**config.mk**
```make
export PLATFORM = sky130hd
export DESIGN_NAME = cluster_rate_monitor_flat
export DESIGN_NICKNAME = d
export VERILOG_FILES = /design/src/rtl/cluster_rate_monitor_if.sv /design/src/rtl/cluster_rate_monitor.sv /design/src/flat_wrapper.sv
export SDC_FILE = /design/constraint.sdc
export NUM_CORES = 1
export LEC_CHECK = 0
export CAP_MARGIN = 20
export CORE_AREA = 4 4 207 209
export CTS_CLUSTER_DIAMETER = 60
export CTS_CLUSTER_SIZE = 10
export DETAILED_ROUTE_END_ITERATION = 16
export DIE_AREA = 0 0 211 213
export PLACE_DENSITY_LB_ADDON = 0.2
export SETUP_SLACK_MARGIN = 0.1
export SLEW_MARGIN = 30
export SYNTH_ARGS = -nofsm -noshare
export SYNTH_HDL_FRONTEND = slang
export SYNTH_SLANG_ARGS = --single-unit
```
**constraint.sdc**
```tcl
create_clock -name clock -period 3.2 [get_ports clock]
set_input_delay 0.64 -clock clock [delete_from_list [all_inputs] [get_ports clock]]
set_output_delay 0.64 -clock clock [all_outputs]
set_load 0.01 [all_outputs]
```
**src/rtl/cluster_rate_monitor_if.sv**
```systemverilog
// Bundles the cluster-count stream, control and result signals of the rate monitor.
interface cluster_rate_monitor_if #(
  parameter int unsigned CNT_WIDTH = 11,
  parameter int unsigned WIN_WIDTH = 24,
  parameter int unsigned OVF_WIDTH = 16
);
  logic [CNT_WIDTH-1:0]           cnt;
  logic                           overflow;
  logic                           enable;
  logic                           oneshot;
  logic                           clear;
  logic [WIN_WIDTH-1:0]           window_len;
  logic [CNT_WIDTH+WIN_WIDTH-1:0] sum;
  logic [CNT_WIDTH-1:0]           peak;
  logic [OVF_WIDTH-1:0]           ovf_cnt;
  logic                           done;
  logic                           busy;

  modport master (
    output cnt, overflow, enable, oneshot, clear, window_len,
    input  sum, peak, ovf_cnt, done, busy
  );

  modport slave (
    input  cnt, overflow, enable, oneshot, clear, window_len,
    output sum, peak, ovf_cnt, done, busy
  );
endinterface

```
**src/rtl/cluster_rate_monitor.sv**
```systemverilog
// Windowed accumulator of per-cycle cluster counts: publishes sum, peak and saturating
// overflow-cycle count for each completed window, with a one-cycle done strobe.
module cluster_rate_monitor #(
  parameter int unsigned CNT_WIDTH = 11,
  parameter int unsigned WIN_WIDTH = 24,
  parameter int unsigned OVF_WIDTH = 16
) (
  input logic                   clock,
  input logic                   reset_n,
  cluster_rate_monitor_if.slave mon_io
);

  localparam int unsigned SumWidth = CNT_WIDTH + WIN_WIDTH;

  typedef enum logic [1:0] {StIdle, StRun, StDone} state_e;

  state_e                 state_q, state_d;
  logic [CNT_WIDTH-1:0]   cnt_q;
  logic                   ovf_q;
  logic [WIN_WIDTH-1:0]   len_q, len_d;
  logic [WIN_WIDTH-1:0]   win_cnt_q, win_cnt_d;
  logic [SumWidth-1:0]    acc_sum_q, acc_sum_d;
  logic [CNT_WIDTH-1:0]   acc_peak_q, acc_peak_d;
  logic [OVF_WIDTH-1:0]   acc_ovf_q, acc_ovf_d;
  logic [SumWidth-1:0]    sum_q, sum_d;
  logic [CNT_WIDTH-1:0]   peak_q, peak_d;
  logic [OVF_WIDTH-1:0]   ovf_cnt_q, ovf_cnt_d;
  logic                   done_q, done_d;

  // Accumulator values including the sample currently held in the input register.
  logic [SumWidth-1:0]    samp_sum;
  logic [CNT_WIDTH-1:0]   samp_peak;
  logic [OVF_WIDTH-1:0]   samp_ovf;
  logic [WIN_WIDTH-1:0]   len_in;
  logic                   terminal;

  always_comb begin
    samp_sum  = acc_sum_q + SumWidth'(cnt_q);
    samp_peak = (cnt_q > acc_peak_q) ? cnt_q : acc_peak_q;
    samp_ovf  = (ovf_q && (acc_ovf_q != '1)) ? acc_ovf_q + OVF_WIDTH'(1) : acc_ovf_q;
    len_in    = (mon_io.window_len == '0) ? WIN_WIDTH'(1) : mon_io.window_len;
    terminal  = (win_cnt_q == len_q - WIN_WIDTH'(1));
  end

  always_comb begin
    state_d    = state_q;
    len_d      = len_q;
    win_cnt_d  = win_cnt_q;
    acc_sum_d  = acc_sum_q;
    acc_peak_d = acc_peak_q;
    acc_ovf_d  = acc_ovf_q;
    sum_d      = sum_q;
    peak_d     = peak_q;
    ovf_cnt_d  = ovf_cnt_q;
    done_d     = 1'b0;

    if (mon_io.clear) begin
      state_d    = StIdle;
      win_cnt_d  = '0;
      acc_sum_d  = '0;
      acc_peak_d = '0;
      acc_ovf_d  = '0;
      sum_d      = '0;
      peak_d     = '0;
      ovf_cnt_d  = '0;
    end else if (!mon_io.enable) begin
      // Partial window is dropped; published results stay untouched.
      state_d = StIdle;
    end else begin
      unique case (state_q)
        StIdle: begin
          state_d    = StRun;
          len_d      = len_in;
          win_cnt_d  = '0;
          acc_sum_d  = '0;
          acc_peak_d = '0;
          acc_ovf_d  = '0;
        end
        StRun: begin
          if (terminal) begin
            sum_d      = samp_sum;
            peak_d     = samp_peak;
            ovf_cnt_d  = samp_ovf;
            done_d     = 1'b1;
            win_cnt_d  = '0;
            acc_sum_d  = '0;
            acc_peak_d = '0;
            acc_ovf_d  = '0;
            if (mon_io.oneshot) begin
              state_d = StDone;
            end else begin
              len_d = len_in;
            end
          end else begin
            win_cnt_d  = win_cnt_q + WIN_WIDTH'(1);
            acc_sum_d  = samp_sum;
            acc_peak_d = samp_peak;
            acc_ovf_d  = samp_ovf;
          end
        end
        StDone: begin
          state_d = StDone;
        end
        default: begin
          state_d = StIdle;
        end
      endcase
    end
  end

  always_ff @(posedge clock or negedge reset_n) begin
    if (!reset_n) begin
      state_q    <= StIdle;
      cnt_q      <= '0;
      ovf_q      <= 1'b0;
      len_q      <= WIN_WIDTH'(1);
      win_cnt_q  <= '0;
      acc_sum_q  <= '0;
      acc_peak_q <= '0;
      acc_ovf_q  <= '0;
      sum_q      <= '0;
      peak_q     <= '0;
      ovf_cnt_q  <= '0;
      done_q     <= 1'b0;
    end else begin
      state_q    <= state_d;
      cnt_q      <= mon_io.cnt;
      ovf_q      <= mon_io.overflow;
      len_q      <= len_d;
      win_cnt_q  <= win_cnt_d;
      acc_sum_q  <= acc_sum_d;
      acc_peak_q <= acc_peak_d;
      acc_ovf_q  <= acc_ovf_d;
      sum_q      <= sum_d;
      peak_q     <= peak_d;
      ovf_cnt_q  <= ovf_cnt_d;
      done_q     <= done_d;
    end
  end

  assign mon_io.sum     = sum_q;
  assign mon_io.peak    = peak_q;
  assign mon_io.ovf_cnt = ovf_cnt_q;
  assign mon_io.done    = done_q;
  assign mon_io.busy    = (state_q == StRun);

endmodule
```
**src/flat_wrapper.sv**
```systemverilog
// flat-port wrapper written by rule: the top's interface ports become plain ports
module cluster_rate_monitor_flat 
#(
  parameter int unsigned CNT_WIDTH = 11,
  parameter int unsigned WIN_WIDTH = 24,
  parameter int unsigned OVF_WIDTH = 16
)
  (clock, reset_n, mon_io_cnt, mon_io_overflow, mon_io_enable, mon_io_oneshot, mon_io_clear, mon_io_window_len, mon_io_sum, mon_io_peak, mon_io_ovf_cnt, mon_io_done, mon_io_busy);
  cluster_rate_monitor_if #(.CNT_WIDTH(CNT_WIDTH), .WIN_WIDTH(WIN_WIDTH), .OVF_WIDTH(OVF_WIDTH)) mon_io_i ();
  input logic clock;
  input logic reset_n;
  input wire logic [$bits(mon_io_i.cnt)-1:0] mon_io_cnt;
  input wire logic [$bits(mon_io_i.overflow)-1:0] mon_io_overflow;
  input wire logic [$bits(mon_io_i.enable)-1:0] mon_io_enable;
  input wire logic [$bits(mon_io_i.oneshot)-1:0] mon_io_oneshot;
  input wire logic [$bits(mon_io_i.clear)-1:0] mon_io_clear;
  input wire logic [$bits(mon_io_i.window_len)-1:0] mon_io_window_len;
  output wire logic [$bits(mon_io_i.sum)-1:0] mon_io_sum;
  output wire logic [$bits(mon_io_i.peak)-1:0] mon_io_peak;
  output wire logic [$bits(mon_io_i.ovf_cnt)-1:0] mon_io_ovf_cnt;
  output wire logic [$bits(mon_io_i.done)-1:0] mon_io_done;
  output wire logic [$bits(mon_io_i.busy)-1:0] mon_io_busy;
  assign mon_io_i.cnt = mon_io_cnt;
  assign mon_io_i.overflow = mon_io_overflow;
  assign mon_io_i.enable = mon_io_enable;
  assign mon_io_i.oneshot = mon_io_oneshot;
  assign mon_io_i.clear = mon_io_clear;
  assign mon_io_i.window_len = mon_io_window_len;
  assign mon_io_sum = mon_io_i.sum;
  assign mon_io_peak = mon_io_i.peak;
  assign mon_io_ovf_cnt = mon_io_i.ovf_cnt;
  assign mon_io_done = mon_io_i.done;
  assign mon_io_busy = mon_io_i.busy;
  cluster_rate_monitor #(.CNT_WIDTH(CNT_WIDTH), .WIN_WIDTH(WIN_WIDTH), .OVF_WIDTH(OVF_WIDTH)) u_core (.clock(clock), .reset_n(reset_n), .mon_io(mon_io_i));
endmodule
```
==> results of run 1 <==
==> logic make-up after synthesis <==
family          share of synthesized area
xor+xnor                           0.0562
flops                               0.442
fa+ha+maj                          0.0338
buf+inv                            0.0430
simple gates                        0.166
compound gates                      0.207
mux                                0.0519
==> per-layer routing <==
metal / up-vias / share of wire
met4: 0 / 0.0092
li1: 4320 / -
met1: 4520 / 0.48
met3: 22 / 0.033
met5: - / 0
met2: 174 / 0.48
==> what timing repair did <==
item,4_1_cts,5_1_grt
setup endpoints to repair,173,175
pin swaps,17,17
buffers inserted,10,4
gates cloned,8,1
gates resized for setup,47,49
==> power by group through the flow <==
stage          registers [mW]  clock network [mW]  logic [mW]
5_1_grt                  2.59                2.39        1.27
2_1_floorplan            2.59                   0       0.572
4_1_cts                  2.57                2.31        1.14
3_3_place_gp             2.61                   0        1.05
6_report                 2.57                2.24        1.17
3_5_place_dp             2.61                   0        1.05
==> stage by stage <==
stage          total power [mW]  hold WS, ns  instances
2_1_floorplan              3.16        0.344       1047
3_5_place_dp               3.66        0.476       1719
4_1_cts                    6.02        0.235       1768
5_1_grt                    6.25        0.268       1773
3_3_place_gp               3.66        0.474       1719
6_report                   5.98        0.201       1773
==> Yosys cell counts (all sizes together) (23+ instances only) <==
| library cell | n |
|---|---|
| a21oi | 30 |
| a22o | 62 |
| buf | 24 |
| clkbuf | 41 |
| dfrtp | 186 |
| ha | 27 |
| inv | 42 |
| mux2 | 31 |
| nand2 | 59 |
| nand3 | 50 |
| nor2 | 44 |
| nor3 | 23 |
| o21ai | 29 |
| xnor2 | 40 |
| xor2 | 28 |
==> layout make-up <==
cell class | instances | area (um^2)
Fill cell | 4074 | 26400
Multi-Input combinational cell | 752 | 5860
Sequential cell | 187 | 4680
Timing Repair Buffer | 227 | 2460
Tap cell | 532 | 666
Clock buffer | 22 | 474
Inverter | 43 | 161
Clock inverter | 10 | 129
==> sequential cells by signal, summed over array words and instances, names as in the netlist, 16 cells and up <==
signal,count
u_core.acc_sum_q,35
u_core.mon_io.sum,35
u_core.len_q,24
u_core.win_cnt_q,24
u_core.acc_ovf_q,16
u_core.mon_io.ovf_cnt,16
==> final timing paths <==
check	depth (start not counted)	slack, ns	endpoint
max	13	-0.26	u_core.len_q[19]
min	1	0.20	u_core.mon_io.sum[3]
max reg2reg	13	-0.26	u_core.len_q[19]
min reg2reg	1	0.49	u_core.mon_io.peak[9]
max in group asynchronous	2	2.20	u_core.len_q[0]
min in group clock	1	0.49	u_core.mon_io.peak[9]
==> worst max-delay path, delay by kind of cell, from the launching register on <==
| family | cells | cell delay [ns] |
|---|---|---|
| AOI/OAI and AO/OA | 4 | 0.80 |
| adders and majority gates | 1 | 0.17 |
| buffers and inverters | 4 | 0.52 |
| DFF | 1 | 0.39 |
| muxes | 1 | 0.32 |
| and+or+nand+nor | 3 | 1.14 |
==> out/metrics.cfg, run 1 <==
[timing]
tns_ns = -25.51
period_needed_ns = 3.46
hold_viol_final = 0
rsz0062_at_grt = true
min_period_over_period = 1.08
slew_viol_final = 0
finalSetupViolCount = 164
final.setup.worst_slack_ns = -0.256
worst_slew_pin_slew_ns = 0.654
finClkSkew_ns = 0.0195
fmaxAchievable_ghz = 0.289
slew-limit-headroom = 0.564

[cells_and_area]
final_cell_mix = dfrtp_1, clkdlybuf4s50_1, buf_4
n_antenna_cell = 0
design_area_mm2 = 0.0144
drive_gt1_frac = 0.204
syn_to_final_growth_pct = 36.3
final_core_util = 0.354
fin_nets = 1297
final_common_cell = dfrtp_1

[synthesis]
synth_top_cell_area_share = 0.439
async_flop_share = 1.00
yosysWarnings = 0
synth.avg_cell_area_um2 = 10.1
synth_top_area_cell = dfrtp_1
syn_area_mm2 = 0.0106
syn_inst = 1047
synth_nets = 1116
synth_edf_count = 0
synth_cell_types = 76
synth-main-ff-cell = dfrtp_1
ys_seq_elements = 187
yosys-top-cells-area = dfrtp_1, a22o_1, xnor2_1
yosysSeqAreaShare = 0.442

[floorplan]
floorplan.rows = 74
io_pins = 105
dieArea_mm2 = 0.0449
start_util = 0.259
die_x_um = 211
core_area_mm2 = 0.0408
die_y_um = 213

[drt]
drt-initial-drc-count = 544
ant_nets = 0
drc = 0
wl_per_cell_um = 19.5
num_vias = 9036
first_pass_iters = 5
via_per_inst = 5.10
wirelength_mm = 34.5

[clock_network]
htree_num_levels = 4
cts_hold_buffers = 0
cts_tree = built
clock_latency_ns = 0.46
path_clk_slew_ns = 0.08
cts_root_buf = clkbuf_16
cts_buffers = 17
clockBufferDepth = 2
clock-sinks = 187

[power]
p_int_mw = 4.26
ir_worst_vdd_uv = 362
power_switching_share = 0.288
seqPwrFrac = 0.430
p_sw_mw = 1.72
power.density_mw_per_mm2 = 414
pwr-share-clk = 0.375
power_frac_comb = 0.195
p_leak_nw = 5.94

[worst_setup_path]
cp_data_required_time_ns = 3.53
critical_path_class = register to register
startpoint = u_core.len_q[1]
path_cells = inv_1, ha_2, or3b_4, buf_4, or3_4, o21a_1, or3_4, a21oi_4, o2111ai_4, o31ai_4, buf_12, buf_16, mux2_1
timing.rr.start = u_core.len_q[1]
critical-path-max-stage-delay_ns = 0.41
crit_fanout = 12
cp_slowest_cell = or3b_4
worstSetupEndpointType = register
crit_path_start_kind = register
crit_path_frequent_cell = or3_4
crit_arrival_ns = 3.78

[global_routing]
grt_pass1_wl_mm = 53.5
grt_usage = 0.152
antenna_found_initial = 0
gr-usage-met2 = 0.247
grt_overflow = 0
grt_pass1_vias = 8859
grtUsageMet1 = 0.213
use_met3 = 0.0250
grt-busiest-layer = met2
grt_max_degree = 72

[outcome]
violations = setup timing
status = complete, but fails checks

[placement]
place.gp.congestion = 0.857
port_buffers = 104
dp_hpwl_mm = 23.9
dp_worst_setup_slack_ns = -0.341
dpl-instance-area_mm2 = 0.0130

[job]
cap_violations = 0

[min_path]
hold_class = primary input to async pin

No activity file was read; power rests on OpenSTA's default activity.
==> inputs of run 2 (changes only) <==
--- a/config.mk
+++ b/config.mk
@@ -11,6 +11,7 @@
 export CTS_CLUSTER_SIZE = 10
 export DETAILED_ROUTE_END_ITERATION = 16
 export DIE_AREA = 0 0 211 213
+export HOLD_SLACK_MARGIN = 0.12
 export PLACE_DENSITY_LB_ADDON = 0.2
 export SETUP_SLACK_MARGIN = 0.1
 export SLEW_MARGIN = 30
==> results of run 2 <==
The final DEF is identical to that of run 1; final timing and power are the same.
